### src/rtl/uart_tx_frame_gen_if.sv
// Write-side FIFO port of the UART frame transmitter: push strobe/data and queue status.
interface uart_tx_frame_gen_if #(
  parameter int unsigned DATA_BITS  = 8,
  parameter int unsigned FIFO_DEPTH = 4
) ();
  logic                          wr_en;
  logic [DATA_BITS-1:0]          wr_data;
  logic                          full;
  logic                          empty;
  logic [$clog2(FIFO_DEPTH):0]   level;
  logic                          overflow;

  modport master (
    output wr_en, wr_data,
    input  full, empty, level, overflow
  );

  modport slave (
    input  wr_en, wr_data,
    output full, empty, level, overflow
  );
endinterface

### src/rtl/uart_tx_frame_gen.sv
// UART frame transmitter: write FIFO feeding a gap/start/data/parity/stop serialiser.
// Every bit is exactly CLKS_PER_BIT cycles; tx, busy and frame_done are registered.
module uart_tx_frame_gen #(
  parameter int unsigned CLKS_PER_BIT = 434,
  parameter int unsigned DATA_BITS    = 8,
  parameter int unsigned PARITY_EN    = 1,
  parameter int unsigned PARITY_ODD   = 0,
  parameter int unsigned STOP_BITS    = 1,
  parameter int unsigned GAP_BITS     = 1,
  parameter int unsigned FIFO_DEPTH   = 4
) (
  input  logic          clk,
  input  logic          rst,
  uart_tx_frame_gen_if.slave wr,
  output logic          tx,
  output logic          busy,
  output logic          frame_done
);

  localparam int unsigned PtrW    = $clog2(FIFO_DEPTH);
  localparam int unsigned CntW    = $clog2(CLKS_PER_BIT);
  localparam int unsigned MaxBits = (GAP_BITS > DATA_BITS) ? GAP_BITS : DATA_BITS;
  localparam int unsigned BitW    = $clog2(MaxBits);

  localparam logic [CntW-1:0] BaudLast = CntW'(CLKS_PER_BIT - 1);
  localparam logic [CntW-1:0] BaudPen  = CntW'(CLKS_PER_BIT - 2);
  localparam logic [BitW-1:0] GapLast  = BitW'((GAP_BITS > 0) ? GAP_BITS - 1 : 0);
  localparam logic [BitW-1:0] DataLast = BitW'(DATA_BITS - 1);
  localparam logic [BitW-1:0] StopLast = BitW'(STOP_BITS - 1);
  localparam logic            ParityOdd = (PARITY_ODD != 0);

  typedef enum logic [2:0] {StIdle, StGap, StStart, StData, StParity, StStop} state_e;

  logic [DATA_BITS-1:0] mem [FIFO_DEPTH];
  logic [PtrW-1:0]      wr_ptr_q, rd_ptr_q;
  logic [PtrW:0]        count_q;
  logic                 overflow_q;
  logic                 push, pop;
  logic [DATA_BITS-1:0] head;

  state_e               state_q;
  logic [CntW-1:0]      baud_q;
  logic [BitW-1:0]      bit_q;
  logic [DATA_BITS-1:0] shift_q;
  logic                 parity_q;
  logic                 baud_last;

  assign wr.full     = (count_q == (PtrW+1)'(FIFO_DEPTH));
  assign wr.empty    = (count_q == '0);
  assign wr.level    = count_q;
  assign wr.overflow = overflow_q;
  assign head        = mem[rd_ptr_q];
  assign baud_last   = (baud_q == BaudLast);

  // A pop frees a slot in the same cycle, so a push into a full FIFO is accepted then.
  assign push = wr.wr_en && (!wr.full || pop);

  always_comb begin
    pop = 1'b0;
    if (!wr.empty) begin
      if (state_q == StIdle) begin
        pop = 1'b1;
      end else if (state_q == StStop && baud_last && bit_q == StopLast) begin
        pop = 1'b1;
      end
    end
  end

  always_ff @(posedge clk) begin
    if (push) begin
      mem[wr_ptr_q] <= wr.wr_data;
    end
  end

  always_ff @(posedge clk or negedge rst) begin
    if (!rst) begin
      wr_ptr_q   <= '0;
      rd_ptr_q   <= '0;
      count_q    <= '0;
      overflow_q <= 1'b0;
    end else begin
      overflow_q <= wr.wr_en && wr.full && !pop;
      if (push) wr_ptr_q <= wr_ptr_q + 1'b1;
      if (pop)  rd_ptr_q <= rd_ptr_q + 1'b1;
      if (push && !pop)      count_q <= count_q + 1'b1;
      else if (pop && !push) count_q <= count_q - 1'b1;
    end
  end

  always_ff @(posedge clk or negedge rst) begin
    if (!rst) begin
      state_q    <= StIdle;
      baud_q     <= '0;
      bit_q      <= '0;
      shift_q    <= '0;
      parity_q   <= 1'b0;
      tx         <= 1'b1;
      busy       <= 1'b0;
      frame_done <= 1'b0;
    end else begin
      frame_done <= 1'b0;
      unique case (state_q)
        StIdle: begin
          tx   <= 1'b1;
          busy <= 1'b0;
          if (pop) begin
            shift_q  <= head;
            parity_q <= (^head) ^ ParityOdd;
            baud_q   <= '0;
            bit_q    <= '0;
            busy     <= 1'b1;
            if (GAP_BITS > 0) begin
              state_q <= StGap;
            end else begin
              state_q <= StStart;
              tx      <= 1'b0;
            end
          end
        end
        StGap: begin
          if (baud_last) begin
            baud_q <= '0;
            if (bit_q == GapLast) begin
              bit_q   <= '0;
              state_q <= StStart;
              tx      <= 1'b0;
            end else begin
              bit_q <= bit_q + 1'b1;
            end
          end else begin
            baud_q <= baud_q + 1'b1;
          end
        end
        StStart: begin
          if (baud_last) begin
            baud_q  <= '0;
            bit_q   <= '0;
            state_q <= StData;
            tx      <= shift_q[0];
          end else begin
            baud_q <= baud_q + 1'b1;
          end
        end
        StData: begin
          if (baud_last) begin
            baud_q <= '0;
            if (bit_q == DataLast) begin
              bit_q <= '0;
              if (PARITY_EN != 0) begin
                state_q <= StParity;
                tx      <= parity_q;
              end else begin
                state_q <= StStop;
                tx      <= 1'b1;
              end
            end else begin
              bit_q   <= bit_q + 1'b1;
              shift_q <= shift_q >> 1;
              tx      <= shift_q[1];
            end
          end else begin
            baud_q <= baud_q + 1'b1;
          end
        end
        StParity: begin
          if (baud_last) begin
            baud_q  <= '0;
            bit_q   <= '0;
            state_q <= StStop;
            tx      <= 1'b1;
          end else begin
            baud_q <= baud_q + 1'b1;
          end
        end
        StStop: begin
          tx <= 1'b1;
          if (baud_last) begin
            baud_q <= '0;
            if (bit_q == StopLast) begin
              bit_q <= '0;
              if (pop) begin
                shift_q  <= head;
                parity_q <= (^head) ^ ParityOdd;
                if (GAP_BITS > 0) begin
                  state_q <= StGap;
                end else begin
                  state_q <= StStart;
                  tx      <= 1'b0;
                end
              end else begin
                state_q <= StIdle;
                busy    <= 1'b0;
              end
            end else begin
              bit_q <= bit_q + 1'b1;
            end
          end else begin
            baud_q <= baud_q + 1'b1;
            // Raised one cycle early so the registered pulse lands on the final stop cycle.
            frame_done <= (bit_q == StopLast) && (baud_q == BaudPen);
          end
        end
        default: begin
          state_q <= StIdle;
          tx      <= 1'b1;
          busy    <= 1'b0;
        end
      endcase
    end
  end

endmodule
### src/flat_wrapper.sv
// flat-port wrapper written by rule: the top's interface ports become plain ports
module uart_tx_frame_gen_flat 
#(
  parameter int unsigned CLKS_PER_BIT = 434,
  parameter int unsigned DATA_BITS    = 8,
  parameter int unsigned PARITY_EN    = 1,
  parameter int unsigned PARITY_ODD   = 0,
  parameter int unsigned STOP_BITS    = 1,
  parameter int unsigned GAP_BITS     = 1,
  parameter int unsigned FIFO_DEPTH   = 4
)
  (clk, rst, tx, busy, frame_done, wr_wr_en, wr_wr_data, wr_full, wr_empty, wr_level, wr_overflow);
  uart_tx_frame_gen_if #(.DATA_BITS(DATA_BITS), .FIFO_DEPTH(FIFO_DEPTH)) wr_i ();
  input  logic clk;
  input  logic rst;
  output logic tx;
  output logic busy;
  output logic frame_done;
  input wire logic [$bits(wr_i.wr_en)-1:0] wr_wr_en;
  input wire logic [$bits(wr_i.wr_data)-1:0] wr_wr_data;
  output wire logic [$bits(wr_i.full)-1:0] wr_full;
  output wire logic [$bits(wr_i.empty)-1:0] wr_empty;
  output wire logic [$bits(wr_i.level)-1:0] wr_level;
  output wire logic [$bits(wr_i.overflow)-1:0] wr_overflow;
  assign wr_i.wr_en = wr_wr_en;
  assign wr_i.wr_data = wr_wr_data;
  assign wr_full = wr_i.full;
  assign wr_empty = wr_i.empty;
  assign wr_level = wr_i.level;
  assign wr_overflow = wr_i.overflow;
  uart_tx_frame_gen #(.CLKS_PER_BIT(CLKS_PER_BIT), .DATA_BITS(DATA_BITS), .PARITY_EN(PARITY_EN), .PARITY_ODD(PARITY_ODD), .STOP_BITS(STOP_BITS), .GAP_BITS(GAP_BITS), .FIFO_DEPTH(FIFO_DEPTH)) u_core (.clk(clk), .rst(rst), .wr(wr_i), .tx(tx), .busy(busy), .frame_done(frame_done));
endmodule
### config.mk
export PLATFORM = sky130hd
export DESIGN_NAME = uart_tx_frame_gen_flat
export DESIGN_NICKNAME = d
export VERILOG_FILES = /design/src/rtl/uart_tx_frame_gen_if.sv /design/src/rtl/uart_tx_frame_gen.sv /design/src/flat_wrapper.sv
export SDC_FILE = /design/constraint.sdc
export NUM_CORES = 1
export LEC_CHECK = 0
export BUFFER_PORTS_ARGS = -buffer_cell sky130_fd_sc_hd__buf_2
export CORE_UTILIZATION = 44
export CTS_CLUSTER_SIZE = 12
export DETAILED_ROUTE_END_ITERATION = 16
export PLACE_DENSITY = 0.57
export RECOVER_POWER = 50
export SLEW_MARGIN = 10
export SYNTH_ARGS = -nofsm -noshare
export SYNTH_HDL_FRONTEND = slang
export SYNTH_SLANG_ARGS = --single-unit
### constraint.sdc
create_clock -name clk -period 3.2 [get_ports clk]
set_input_delay 0.64 -clock clk [delete_from_list [all_inputs] [get_ports clk]]
set_output_delay 0.64 -clock clk [all_outputs]
set_load 0.05 [all_outputs]
# Yosys cells after proc, flatten, opt, wreduce, memory -nomap -nowiden

Memories as Yosys holds them, arrays and structs flattened.
Index checks and enable logic that the tools add are counted.

Flip-flop bits (word level): 35
Bits in latches: 0
RAM bits: 32
ROM bits: 0
Bits of input ports: 11
Output and inout bits: 9
Memories kept: 1

Memories:

| memory     | words | bits a word | read ports | clocked after Yosys merged registers in | wr ports | RTL line                | text |
|---|---|---|---|---|---|---|---|
| u_core.mem | 4     | 8           | 1          | 0                                       | 1        | uart_tx_frame_gen.sv:34 | `logic [DATA_BITS-1:0] mem [FIFO_DEPTH];` |

$add $sub $neg: 6
$mul: 0
Divide/modulo/power cells: 0
Order comparisons: 0
Eq/ne operators: 22
Shifts and indexed selects: 0
Mux-type cells: 52
Bitwise operators: 1
Reduce and logical (&&, ||, !) cells: 32

Operators with widths:

| kind                | number |
|---|---|
| $mux 3              | 17 |
| $mux 8              | 5 |
| $pmux 8 s3          | 1 |
| $mux 1              | 21 |
| $ne 2x1->1 const B  | 10 |
| $eq 9x9->1 const B  | 2 |
| $mux 9              | 2 |
| $pmux 3 s6          | 1 |
| $pmux 9 s2          | 1 |
| $reduce_and 5->1    | 3 |
| $eq 3x3->1 const B  | 4 |
| $pmux 3 s4          | 1 |
| $add 9x1->9 const B | 1 |
| $logic_not 3->1     | 3 |
| $reduce_and 9->1    | 1 |
| $logic_and 1x1->1   | 8 |
| $reduce_xor 8->1    | 1 |
| $add 3x1->3 const B | 2 |
| $eq 3x2->1 const B  | 2 |
| $ne 2x2->1 const B  | 3 |
| $reduce_bool 2->1   | 3 |
| $reduce_or 5->1     | 1 |
| $add 2x1->2 const B | 2 |
| $pmux 1 s4          | 1 |
| other kinds (14)    | 17 |

# Logic depth before layout (Yosys ltp)

Gate-level depths: netlist (run 1).

Depth after elaboration: 12
Depth in mapped cells: 14
Depth with buffers taken out: 13

# Worst setup path after synthesis (run 1)

Ideal clock, no wire load.

Path kind: register -> register
From: register u_core.count_q[2] (netlist: u_core.wr.level[2])
To: register u_core.count_q[1] (netlist: u_core.wr.level[1])
Setup time: 125 ps
Data arrival time: 3,316 ps
Path slack: -240 ps
Stages on the path, launching flop included: 8
Buffers on the path: 0
Path through: dfrtp_1 nor3b_1 nand2_1 o21a_1 ha_1 inv_1 fa_1 mux2_2

Word-level cells in the longest chain between the ends: 7
Elaborated cells on any way between the ends: 12
Classes of those cells: eq/ne (1); mux (2); reduce/logical (9)

RTL lines:

| what                               | RTL line                | text |
|---|---|---|
| from (decl)                        | uart_tx_frame_gen.sv:36 | `logic [PtrW:0] count_q;` |
| from (signal assigned)             | uart_tx_frame_gen.sv:85 | `if (push && !pop) count_q <= count_q + 1'b1;` |
| from (signal assigned)             | uart_tx_frame_gen.sv:86 | `else if (pop && !push) count_q <= count_q - 1'b1;` |
| $eq 3x3->1 (*)                     | uart_tx_frame_gen.sv:48 | `assign wr.full = (count_q == (PtrW+1)'(FIFO_DEPTH));` |
| named net wr_full                  | flat_wrapper.sv:21      | `output wire logic [$bits(wr_i.full)-1:0] wr_full;` |
| $logic_not 1->1 (*)                | uart_tx_frame_gen.sv:56 | `assign push = wr.wr_en && (!wr.full \|\| pop);` |
| $logic_or 1x1->1 (*)               | uart_tx_frame_gen.sv:56 |  |
| $logic_and 1x1->1 (*)              | uart_tx_frame_gen.sv:56 |  |
| named net u_core.push              | uart_tx_frame_gen.sv:38 | `logic push, pop;` |
| $logic_not 1->1                    | uart_tx_frame_gen.sv:86 |  |
| $logic_and 1x1->1                  | uart_tx_frame_gen.sv:86 |  |
| $reduce_bool 2->1 (no source line) | -                       |  |

The timed path passes the listed nets; every way through them passes the cells marked *.
A chain may end at the register's enable or synchronous reset.

# Final worst setup path (run 1)

From: register u_core.baud_q[1]
To: register u_core.count_q[2] (netlist: u_core.wr.level[2])

Word-level cells in the longest chain between the ends: 11
Elaborated cells on any way between the ends: 14
Classes of those cells: eq/ne (1); mux (4); reduce/logical (9)

RTL lines:

| what                                | RTL line                 | text |
|---|---|---|
| from (decl)                         | uart_tx_frame_gen.sv:42  | `logic [CntW-1:0] baud_q;` |
| from (signal assigned)              | uart_tx_frame_gen.sv:131 | `baud_q <= baud_q + 1'b1;` |
| from (signal assigned)              | uart_tx_frame_gen.sv:141 | `baud_q <= baud_q + 1'b1;` |
| from (signal assigned)              | uart_tx_frame_gen.sv:162 | `baud_q <= baud_q + 1'b1;` |
| $eq 9x9->1 (*)                      | uart_tx_frame_gen.sv:53  | `assign baud_last = (baud_q == BaudLast);` |
| $logic_and 1x1->1 (*) (2 in series) | uart_tx_frame_gen.sv:63  | `end else if (state_q == StStop && baud_last && bit_q == StopLast) begin` |
| $mux 1 (*)                          | uart_tx_frame_gen.sv:63  |  |
| $mux 1 (*)                          | uart_tx_frame_gen.sv:61  | `if (state_q == StIdle) begin` |
| $mux 1 (*)                          | uart_tx_frame_gen.sv:60  | `if (!wr.empty) begin` |
| $logic_or 1x1->1 (*)                | uart_tx_frame_gen.sv:56  |  |
| $logic_and 1x1->1 (*)               | uart_tx_frame_gen.sv:56  |  |
| named net u_core.push               | uart_tx_frame_gen.sv:38  |  |
| $logic_not 1->1                     | uart_tx_frame_gen.sv:86  |  |
| $logic_and 1x1->1                   | uart_tx_frame_gen.sv:86  |  |
| $reduce_bool 2->1 (no source line)  | -                        |  |

Marks and branches as above.

==> insert_results.sql, run 1 <==
INSERT INTO impl_metrics (metric_group, metric, value, unit) VALUES
('cts', 'clk_root_buffer_cell', 'sky130_fd_sc_hd__clkbuf_8', ''),
('floorplanning', 'core_region_area', '7210', 'µm²'),
('pwr', 'combPwrFrac', '20.3', '%'),
('synthesis', 'ys_top_cells_by_count', 'sky130_fd_sc_hd__dfrtp_1 (34), sky130_fd_sc_hd__edfxtp_1 (32), sky130_fd_sc_hd__nand2_1 (18)', ''),
('drt', 'detail_route.wirelength', '5860', 'µm'),
('global_routing', 'global_route.overflow_total', '0', ''),
('timing', 'fin_tns_setup', '0', 'ns'),
('timing', 'worst_clock_skew', '0.0113', 'ns'),
('timing', 'period_minus_slack', '2.82', 'ns'),
('final_layout', 'layout-drive-gt1-share', '15.5', '%'),
('cts', 'cts_hold_repair.buffers', '0', ''),
('synthesis', 'synth_cell_type_count', '50', ''),
('synthesis', 'fraction_of_the_mapped_netlist_area_in_adder_cells', '4.84', '%'),
('timing', 'max_freq', '0.355', 'GHz'),
('synthesis', 'post_synth_inst_count', '250', ''),
('setup_path', 'timing.rr.end', 'u_core.wr.level[2]', ''),
('timing', 'hold_viol_final', '0', ''),
('pwr', 'power', '2.34', 'mW'),
('synthesis', 'muxShareOfSynthArea', '11.2', '%'),
('cts', 'ctsResizeCount', '0', ''),
('global_routing', 'wire_length_of_the_first_global_routing_pass', '9890', 'µm'),
('timing', 'worst_slew_pin_slew', '1.87', 'ns'),
('cts', 'cts_tree', 'done', ''),
('final_layout', 'antenna-diode-count', '0', ''),
('pwr', 'int_power', '1.63', 'mW'),
('run_status', 'status', 'complete, but fails checks', ''),
('placement', 'preCtsSetupSlack', '0.393', 'ns'),
('final_layout', 'net_count_reported_at_finish', '295', ''),
('setup_path', 'worstSetupEndpoint', 'u_core.wr.level[2]', ''),
('timing', 'finalHoldWorstSlack', '0.493', 'ns'),
('synthesis', 'synthesis.area_per_instance', '13.0', 'µm²'),
('placement', 'numPlacedInstances', '360', ''),
('final_layout', 'post-route-cell-area', '3640', 'µm²'),
('timing', 'worst_setup_slack_after_layout', '0.383', 'ns'),
('cts', 'clock_path_buffers', '2', ''),
('setup_path', 'worstPathMaxFanout', '7', ''),
('timing', 'final_min_period_over_clock_period', '88.0', '%'),
('floorplanning', 'die_width', '88.1', 'µm'),
('synthesis', 'count_of_flip_flops_with_a_built_in_enable_after_synthesis', '32', ''),
('floorplanning', 'start_util', '45.2', '%'),
('cts', 'tritoncts.num_buffers', '9', ''),
('synthesis', 'synth_xor_xnor_area_share', '4.84', '%'),
('final_layout', 'multiInputGateArea', '1320', 'µm²'),
('setup_path', 'timing.critical_path.from', 'u_core.baud_q[1]', ''),
('timing', 'report.final.slew_viol_count', '36', ''),
('floorplanning', 'dieHeight', '88.1', 'µm'),
('setup_path', 'setup.worst_path.start_class', 'flip-flop', ''),
('cts', 'clkTransAtPathRegs', '0.07', 'ns'),
('synthesis', 'yosys_register_bits', '67', ''),
('pwr', 'power.ir.vdd_worst', '0.360', 'mV'),
('job', 'maxCapViolCount', '1', ''),
('placement', 'detailed_place.area', '3440', 'µm²'),
('setup_path', 'cp.required', '3.47', 'ns'),
('global_routing', 'vias_in_the_first_global_route', '1943', ''),
('cts', 'cts_num_sinks', '67', ''),
('synthesis', 'sequential_cell_area_fraction_in_the_yosys_report', '56.4', '%'),
('hold_path', 'min_path_type', 'flip-flop to flip-flop', ''),
('pwr', 'power.density_cell_area', '643', 'nW/µm²'),
('drt', 'dr.pass1.iters', '4', ''),
('global_routing', 'grt_antenna_before_repair', '0', ''),
('drt', 'total_via_count_in_the_routed_design', '1936', ''),
('synthesis', 'async_reset_ff_share', '52.2', '%'),
('run_status', 'failing_checks', 'max-capacitance violations, max-slew violations', ''),
('synthesis', 'synthFlopType', 'sky130_fd_sc_hd__dfrtp_1', ''),
('cts', 'ctsHtreeMaxLevel', '3', ''),
('setup_path', 'reg2reg_slack', '0.38', 'ns'),
('placement', 'dp.final_hpwl', '4060', 'µm'),
('pwr', 'power.share.switching', '30.2', '%'),
('global_routing', 'overall_global_routing_usage', '17.6', '%'),
('setup_path', 'timing.critical_path.to_type', 'flip-flop', ''),
('final_layout', 'area.sequential', '1840', 'µm²');
==> routing by layer <==
layer	global-route usage [%]	routed length (µm)	vias up
li1	-	-	953
met1	24.2	2880	949
met2	26.4	2720	24
met3	3.68	148	10
met4	9.24	109	0
met5	0	0	-
==> power by group through the flow <==
stage	registers, mW	clock network, mW	logic [mW]
floorplan	1.17	0	0.294
global placement	1.10	0	0.484
detailed placement	1.11	0	0.488
CTS	1.09	0.798	0.490
global route	1.10	0.838	0.533
finish	1.09	0.782	0.475
==> registers in the layout, summed over array words and instances (netlist names) <==
name and flops:
u_core.baud_q 9, u_core.parity_q 1, u_core.wr.overflow 1, u_core.mem 32, u_core.rd_ptr_q 2, u_core.state_q 3, u_core.shift_q 8, u_core.bit_q 3
u_core.tx 1, u_core.wr_ptr_q 2, u_core.busy 1, u_core.frame_done 1, u_core.wr.level 3
==> how the worst min path moves through the flow <==
stage | cells after the start | end | slack, ns
3_5_place_dp | 2 | u_core.shift_q[5] | 0.48
2_1_floorplan | 0 | u_core.baud_q[0] | 0.34
3_3_place_gp | 2 | u_core.shift_q[5] | 0.47
4_1_cts | 1 | u_core.wr.overflow | 0.41
5_1_grt | 2 | u_core.shift_q[0] | 0.52
6_report | 2 | u_core.shift_q[0] | 0.49
==> area by class of cell <==
cell class	count	share of cell area (%)
clock buffers	10	3.50
clock inverters	6	2.44
inverters	11	1.17
multi-input cells	161	36.2
flip-flops and latches	67	50.5
well taps	99	3.40
repair buffers	22	2.82
==> critical path, cell delays in order, from the launching register on <==
cell and delay [ns]:
sky130_fd_sc_hd__dfrtp_1 0.41, sky130_fd_sc_hd__inv_1 0.09, sky130_fd_sc_hd__ha_1 0.15, sky130_fd_sc_hd__or3b_1 0.39, sky130_fd_sc_hd__nor3_2 0.17, sky130_fd_sc_hd__and2_1 0.21
sky130_fd_sc_hd__o21a_1 0.27, sky130_fd_sc_hd__ha_1 0.22, sky130_fd_sc_hd__inv_1 0.06, sky130_fd_sc_hd__fa_1 0.37, sky130_fd_sc_hd__xor2_1 0.15, sky130_fd_sc_hd__nor2_1 0.11
sky130_fd_sc_hd__xor2_1 0.15
==> cell usage in the layout (no fill, tap or decap), types with 5 or more instances in the layout <==
master and n:
sky130_fd_sc_hd__a21oi_1 7, sky130_fd_sc_hd__and2_1 6, sky130_fd_sc_hd__buf_2 7, sky130_fd_sc_hd__clkbuf_1 13
sky130_fd_sc_hd__clkbuf_8 9, sky130_fd_sc_hd__dfrtp_1 34, sky130_fd_sc_hd__edfxtp_1 32, sky130_fd_sc_hd__ha_1 11
sky130_fd_sc_hd__inv_1 10, sky130_fd_sc_hd__mux2_2 6, sky130_fd_sc_hd__mux2i_1 8, sky130_fd_sc_hd__mux4_1 6
sky130_fd_sc_hd__nand2_1 18, sky130_fd_sc_hd__nand3_1 5, sky130_fd_sc_hd__nor2_1 14, sky130_fd_sc_hd__o21ai_0 11
sky130_fd_sc_hd__xnor2_1 10, sky130_fd_sc_hd__xor2_1 8
==> cells by family (layout without fill, tap and decap cells) <==
logic type | count (synthesis) | count (layout)
buf+inv | 22 | 49
compound gates | 33 | 33
fa+ha+maj | 12 | 12
mux | 23 | 23
simple gates | 75 | 75
flops | 67 | 67
xor+xnor | 18 | 18
No activity file was read; power rests on OpenSTA's default activity.
==> inputs of run 2 (changes only) <==
Settings changed: REMOVE_ABC_BUFFERS from default to 1.
==> run 2 against run 1 <==
Compared with the run above:
- the flow still finishes with violations (max-capacitance violations, max-slew violations)
- critical path depth down 1
- power down 2.3%
- routed wire length about the same
- die area unchanged
- hold slack worse by 0.0067 ns
- clock skew down 0.0049 ns
- clock power down 6.6%
- core utilization down 0.10 points
- non-clock buffer count up 1
- sequential share of layout area up 0.10 points
- global-route usage down 0.59 points
- final cell count up 0.27%
==> insert_results.sql, run 2 (synthesis gave the netlist of run 1 again) <==
INSERT INTO impl_metrics (metric_group, metric, value, unit) VALUES
('global_routing', 'overall_global_routing_usage', '17.0', '%'),
('floorplanning', 'core_region_area', '7210', 'µm²'),
('cts', 'cts_num_sinks', '67', ''),
('floorplanning', 'start_util', '45.2', '%'),
('placement', 'dp.final_hpwl', '4010', 'µm'),
('cts', 'cts_tree', 'done', ''),
('placement', 'buffer_ports.inserted', '19', ''),
('setup_path', 'critical_path.slowest_cell', 'sky130_fd_sc_hd__dfrtp_1', ''),
('run_status', 'status', 'complete, but fails checks', ''),
('final_layout', 'largest_reg_flops', '32', ''),
('cts', 'cts_hold_repair.buffers', '0', ''),
('drt', 'dr.pass1.iters', '5', ''),
('final_layout', 'area.growth.synth_to_final', '11.5', '%'),
('global_routing', 'wire_length_of_the_first_global_routing_pass', '9730', 'µm'),
('drt', 'wl_per_cell', '15.5', 'µm'),
('hold_path', 'min_path_type', 'flip-flop to flip-flop', ''),
('placement', 'gp_congestion', '0.760', ''),
('pwr', 'power.density_cell_area', '630', 'nW/µm²'),
('final_layout', 'most_frequent_standard_cell_in_the_layout_excluding_fill_and_tap_cells', 'sky130_fd_sc_hd__dfrtp_1', ''),
('final_layout', 'post_layout_nonfiller_instances', '377', ''),
('final_layout', 'fin_util', '50.4', '%'),
('timing', 'worst_slew_pin_slew', '1.94', 'ns'),
('timing', 'worst_clock_skew', '0.00634', 'ns'),
('drt', 'detail_route.iter0.violations', '121', ''),
('timing', 'finalHoldWorstSlack', '0.486', 'ns'),
('setup_path', 'cpLargestDelayFamily', 'simple AND/OR/NAND/NOR gates', ''),
('pwr', 'p_sw', '0.721', 'mW'),
('final_layout', 'net_count_reported_at_finish', '296', ''),
('timing', 'hold_viol_final', '0', ''),
('hold_path', 'holdPathEnd', 'u_core.shift_q[6]', ''),
('drt', 'route.antenna.remaining_nets', '0', ''),
('timing', 'max_freq', '0.364', 'GHz'),
('pwr', 'pwr-share-clk', '31.9', '%'),
('global_routing', 'grt_start_max_net_pins', '36', ''),
('cts', 'tritoncts.num_buffers', '9', ''),
('cts', 'clock_path_buffers', '2', ''),
('hold_path', 'whs_path_depth', '2', ''),
('drt', 'total_via_count_in_the_routed_design', '1938', ''),
('timing', 'timing.slew.headroom', '-29.2', '%'),
('floorplanning', 'dieHeight', '88.1', 'µm'),
('setup_path', 'worst-endpoint-arrival', '2.98', 'ns'),
('setup_path', 'critical-path-top-cell-by-count', 'sky130_fd_sc_hd__inv_1', ''),
('pwr', 'int_power', '1.57', 'mW'),
('floorplanning', 'design.die.area', '7760', 'µm²'),
('setup_path', 'reg2reg_slack', '0.45', 'ns'),
('setup_path', 'cells_traversed_along_the_worst_timing_path', 'inv_1 -> ha_1 -> or3b_1 -> nor3_2 -> nand2_1 -> a21oi_4 -> inv_1 -> ha_1 -> inv_1 -> fa_1 -> mux2_2', ''),
('final_layout', 'layout.filler_cells', '677', ''),
('pwr', 'power.share.switching', '31.5', '%'),
('timing', 'rsz0062_at_grt', 'no', ''),
('timing', 'count_of_endpoints_failing_setup_in_the_final_report', '0', ''),
('final_layout', 'post-route-cell-area', '3630', 'µm²'),
('cts', 'worst_skew_pair.late_latency', '0.34', 'ns'),
('setup_path', 'max_incr_delay_on_cp', '0.41', 'ns'),
('hold_path', 'timing.hold.worst.start', 'u_core.shift_q[6]', ''),
('placement', 'numPlacedInstances', '361', ''),
('setup_path', 'rr_worst_depth', '11', ''),
('setup_path', 'setup.worst_path.start_class', 'flip-flop', ''),
('cts', 'ctsResizeCount', '0', ''),
('setup_path', 'worstPathMaxFanout', '4', ''),
('final_layout', 'biggestRegsByFlops', 'u_core.mem: 32 flops, u_core.baud_q: 9 flops, u_core.shift_q: 8 flops', ''),
('setup_path', 'timing.rr.end', 'u_core.wr.level[1]', ''),
('final_layout', 'layout-drive-gt1-share', '15.8', '%'),
('job', 'maxCapViolCount', '1', ''),
('final_layout', 'commonest_cells_after_routing_fill_and_taps_aside', 'sky130_fd_sc_hd__dfrtp_1 (34), sky130_fd_sc_hd__edfxtp_1 (32), sky130_fd_sc_hd__nand2_1 (18)', ''),
('cts', 'cts_setup_buffers', '0', ''),
('cts', 'ctsHtreeMaxLevel', '3', ''),
('drt', 'post-route-drc-count', '0', ''),
('final_layout', 'antenna-diode-count', '0', ''),
('setup_path', 'timing.critical_path.to_type', 'flip-flop', ''),
('run_status', 'failing_checks', 'max-capacitance violations, max-slew violations', ''),
('global_routing', 'global_route.overflow_total', '0', ''),
('pwr', 'cellLeakagePower', '1.48', 'nW'),
('setup_path', 'r2r_start', 'u_core.baud_q[1]', ''),
('setup_path', 'crit_buf_inv', '3', ''),
('timing', 'period_minus_slack', '2.75', 'ns'),
('floorplanning', 'die_width', '88.1', 'µm'),
('pwr', 'power', '2.29', 'mW'),
('pwr', 'power.ir.vdd_worst', '0.425', 'mV'),
('floorplanning', 'ioPinCount', '20', ''),
('pwr', 'sequentialPowerShare', '47.4', '%'),
('pwr', 'combPwrFrac', '20.7', '%'),
('cts', 'clk_root_buffer_cell', 'sky130_fd_sc_hd__clkbuf_8', ''),
('placement', 'detailed_place.area', '3440', 'µm²'),
('floorplanning', 'std_cell_rows', '31', ''),
('global_routing', 'grt_antenna_before_repair', '0', ''),
('setup_path', 'criticalPathCategory', 'flip-flop to flip-flop', ''),
('drt', 'detail_route.wirelength', '5860', 'µm'),
('global_routing', 'vias_in_the_first_global_route', '1956', ''),
('setup_path', 'cp.required', '3.43', 'ns'),
('timing', 'report.final.slew_viol_count', '36', ''),
('final_layout', 'regMostFlops', 'u_core.mem', ''),
('timing', 'final_min_period_over_clock_period', '85.8', '%'),
('drt', 'routed_via_density', '5.14', ''),
('cts', 'clkTransAtPathRegs', '0.08', 'ns');
run 2: through the flow:
step           setup WS, ns  TNS (ns)
2_1_floorplan        -0.240    -0.344
3_3_place_gp          0.517         0
3_5_place_dp          0.471         0
4_1_cts               0.454         0
5_1_grt               0.303         0
6_report              0.453         0
run 2: worst max path at each step:
stage	from	to	slack (ns)	cells after the start
after detailed placement	u_core.baud_q[1]	u_core.wr.level[1]	0.47	11
final	u_core.baud_q[1]	u_core.wr.level[1]	0.45	11
after CTS	u_core.baud_q[1]	u_core.wr.level[1]	0.45	11
after global routing	u_core.baud_q[1]	u_core.wr.level[2]	0.30	12
after floorplan	u_core.wr.level[2]	u_core.wr.level[1]	-0.24	7
after global placement	u_core.baud_q[1]	u_core.wr.level[1]	0.52	11
run 2: power groups by stage:
stage | combinational (mW) | clock [mW] | sequential (mW)
2_1_floorplan | 0.288 | 0 | 1.17
3_3_place_gp | 0.479 | 0 | 1.10
3_5_place_dp | 0.488 | 0 | 1.10
4_1_cts | 0.489 | 0.748 | 1.09
5_1_grt | 0.518 | 0.788 | 1.10
6_report | 0.473 | 0.730 | 1.08
run 2: per-layer routing:
layer / GRT usage, % / vias up / routed length [µm]
met5: 0 / - / 0
met4: 6.16 / 0 / 46
met1: 21.1 / 951 / 2660
met2: 29.5 / 27 / 3020
met3: 3.49 / 6 / 134
li1: - / 954 / -
run 2: worst min-delay path, cell delays in order (launching register included):
cell and delay, ns:
sky130_fd_sc_hd__dfrtp_1 0.35, sky130_fd_sc_hd__nand2_1 0.04, sky130_fd_sc_hd__o21ai_0 0.06
run 2: final cells by class:
| type | instances | area, µm² | share of cell area (%) |
|---|---|---|---|
| Clock buffer | 9 | 124 | 3.41 |
| Sequential cell | 67 | 1840 | 50.6 |
| Multi-Input combinational cell | 161 | 1310 | 36.1 |
| Tap cell | 99 | 124 | 3.41 |
| Inverter | 11 | 42.5 | 1.17 |
| Clock inverter | 7 | 82.6 | 2.27 |
| Timing Repair Buffer | 23 | 110 | 3.03 |
==> inputs of run 3 (changes only) <==
Clock period 3.2 ns to 3 ns, I/O delays scaled along.
==> run 3 against run 2 <==
Compared with the run above:
- die area did not move
- combinational power rose by 7.0%
- final cell count rose by 0.53%
- design area rose by 0.41%
- global-route usage rose by 0.17 points
- setup slack got worse by 0.17 ns
- the run still ends with max-capacitance violations, max-slew violations left
- via count fell by 0.31%
==> insert_results.sql, run 3 (synthesis gave the netlist of run 1 again) <==
INSERT INTO impl_metrics (metric_group, metric, value, unit) VALUES
('timing', 'final_min_period_over_clock_period', '90.6', '%'),
('setup_path', 'criticalPathCategory', 'flip-flop to flip-flop', ''),
('cts', 'clock_path_buffers', '2', ''),
('setup_path', 'worstPathMaxFanout', '4', ''),
('setup_path', 'cp.required', '3.24', 'ns'),
('global_routing', 'vias_in_the_first_global_route', '1929', ''),
('global_routing', 'global_route.overflow_total', '0', ''),
('timing', 'worst_slew_pin_slew', '1.93', 'ns'),
('pwr', 'power', '2.46', 'mW'),
('placement', 'dp.final_hpwl', '4070', 'µm'),
('timing', 'rsz0062_at_grt', 'no', ''),
('drt', 'routed_via_density', '5.10', ''),
('timing', 'report.final.slew_viol_count', '36', ''),
('pwr', 'cellLeakagePower', '1.49', 'nW'),
('global_routing', 'grt_start_max_net_pins', '36', ''),
('floorplanning', 'std_cell_rows', '31', ''),
('hold_path', 'min_path_type', 'flip-flop to flip-flop', ''),
('final_layout', 'post-route-cell-area', '3650', 'µm²'),
('cts', 'cts_tree', 'done', ''),
('floorplanning', 'ioPinCount', '20', ''),
('setup_path', 'worst-endpoint-arrival', '2.96', 'ns'),
('final_layout', 'largest_reg_flops', '32', ''),
('placement', 'preCtsSetupSlack', '0.288', 'ns'),
('cts', 'cts_hold_repair.buffers', '0', ''),
('floorplanning', 'start_util', '45.2', '%'),
('drt', 'post-route-drc-count', '0', ''),
('cts', 'ctsHtreeMaxLevel', '3', ''),
('pwr', 'power.ir.vdd_worst', '0.411', 'mV'),
('drt', 'wl_per_cell', '15.5', 'µm'),
('floorplanning', 'core_region_area', '7210', 'µm²'),
('drt', 'detail_route.iter0.violations', '117', ''),
('pwr', 'power.density_cell_area', '673', 'nW/µm²'),
('timing', 'hold_viol_final', '0', ''),
('drt', 'route.antenna.remaining_nets', '0', ''),
('floorplanning', 'die_width', '88.1', 'µm'),
('floorplanning', 'design.die.area', '7760', 'µm²'),
('setup_path', 'timing.critical_path.to_type', 'flip-flop', ''),
('setup_path', 'rr_worst_depth', '11', ''),
('hold_path', 'whs_path_depth', '2', ''),
('placement', 'detailed_place.area', '3460', 'µm²'),
('placement', 'buffer_ports.inserted', '19', ''),
('cts', 'tritoncts.num_buffers', '9', ''),
('placement', 'gp_congestion', '0.802', ''),
('timing', 'count_of_endpoints_failing_setup_in_the_final_report', '0', ''),
('cts', 'clkTransAtPathRegs', '0.08', 'ns'),
('final_layout', 'net_count_reported_at_finish', '298', ''),
('final_layout', 'layout-drive-gt1-share', '16.4', '%'),
('run_status', 'status', 'complete, but fails checks', ''),
('cts', 'ctsResizeCount', '0', ''),
('timing', 'timing.slew.headroom', '-28.5', '%'),
('setup_path', 'setup.worst_path.start_class', 'flip-flop', ''),
('drt', 'detail_route.wirelength', '5870', 'µm'),
('cts', 'cts_setup_buffers', '0', ''),
('global_routing', 'grt_antenna_before_repair', '0', ''),
('timing', 'finalHoldWorstSlack', '0.484', 'ns'),
('final_layout', 'commonest_cells_after_routing_fill_and_taps_aside', 'sky130_fd_sc_hd__dfrtp_1 (34), sky130_fd_sc_hd__edfxtp_1 (32), sky130_fd_sc_hd__nand2_1 (18)', ''),
('final_layout', 'area.growth.synth_to_final', '12.0', '%'),
('global_routing', 'overall_global_routing_usage', '17.2', '%'),
('job', 'maxCapViolCount', '1', ''),
('timing', 'period_minus_slack', '2.72', 'ns'),
('global_routing', 'wire_length_of_the_first_global_routing_pass', '9580', 'µm'),
('final_layout', 'antenna-diode-count', '0', ''),
('cts', 'cts_num_sinks', '67', ''),
('cts', 'worst_skew_pair.late_latency', '0.35', 'ns'),
('timing', 'max_freq', '0.368', 'GHz'),
('timing', 'fin_tns_setup', '0', 'ns'),
('run_status', 'failing_checks', 'max-capacitance violations, max-slew violations', ''),
('cts', 'clk_root_buffer_cell', 'sky130_fd_sc_hd__clkbuf_8', ''),
('final_layout', 'biggestRegsByFlops', 'u_core.mem: 32 flops, u_core.baud_q: 9 flops, u_core.shift_q: 8 flops', ''),
('timing', 'worst_clock_skew', '0.00865', 'ns'),
('final_layout', 'most_frequent_standard_cell_in_the_layout_excluding_fill_and_tap_cells', 'sky130_fd_sc_hd__dfrtp_1', ''),
('timing', 'worst_setup_slack_after_layout', '0.281', 'ns'),
('setup_path', 'reg2reg_slack', '0.28', 'ns'),
('floorplanning', 'dieHeight', '88.1', 'µm'),
('drt', 'total_via_count_in_the_routed_design', '1932', ''),
('final_layout', 'regMostFlops', 'u_core.mem', ''),
('drt', 'dr.pass1.iters', '4', '');
-- run 3: cell count changes in the layout (fill, tap and decap cells not counted), sizes merged --
cell  before  now
buf       11   13
-- run 3: final cells by class --
| cell class | count | area [µm²] |
|---|---|---|
| clock buffers | 9 | 124 |
| clock inverters | 7 | 82.6 |
| fillers | 660 | 3560 |
| inverters | 11 | 42.5 |
| multi-input cells | 161 | 1310 |
| flip-flops and latches | 67 | 1840 |
| well taps | 99 | 124 |
| repair buffers | 25 | 125 |
-- run 3: layer usage --
metal | up-vias | part of all wire [%] | global-route usage [%]
li1 | 959 | - | -
met1 | 940 | 47 | 22.0
met2 | 25 | 48 | 27.8
met3 | 8 | 2.9 | 4.81
met4 | 0 | 1.5 | 6.89
met5 | - | 0 | 0
-- run 3: worst paths after layout --
path / startpoint / end
min in group asynchronous: rst / u_core.state_q[2]
setup reg to reg: u_core.baud_q[1] / u_core.wr.level[1]
hold reg to reg: u_core.shift_q[6] / u_core.shift_q[6]
setup / recovery: u_core.baud_q[1] / u_core.wr.level[1]
max in group asynchronous: rst / u_core.bit_q[0]
hold / removal: u_core.shift_q[6] / u_core.shift_q[6]
-- run 3: where the power goes --
part	internal, mW	switching, mW	total, mW
Combinational	0.175	0.331	0.506
Clock	0.398	0.397	0.796
Sequential	1.10	0.0571	1.16
Total	1.67	0.785	2.46
-- run 3: through the flow --
step | cells | utilization, %
4_1_cts | 379 | 50.8
3_3_place_gp | 363 | 47.9
5_1_grt | 379 | 50.6
6_report | 379 | 50.6
2_1_floorplan | 239 | -
3_5_place_dp | 363 | 47.9
-- run 3: worst max-delay path: stages (launching register included) --
cell	delay, ns
sky130_fd_sc_hd__dfrtp_1	0.41
sky130_fd_sc_hd__inv_1	0.09
sky130_fd_sc_hd__ha_1	0.15
sky130_fd_sc_hd__or3b_1	0.40
sky130_fd_sc_hd__nor3_2	0.19
sky130_fd_sc_hd__nand2_1	0.14
sky130_fd_sc_hd__a21oi_4	0.23
sky130_fd_sc_hd__inv_1	0.06
sky130_fd_sc_hd__ha_1	0.20
sky130_fd_sc_hd__inv_1	0.07
sky130_fd_sc_hd__fa_1	0.40
sky130_fd_sc_hd__mux2_2	0.26
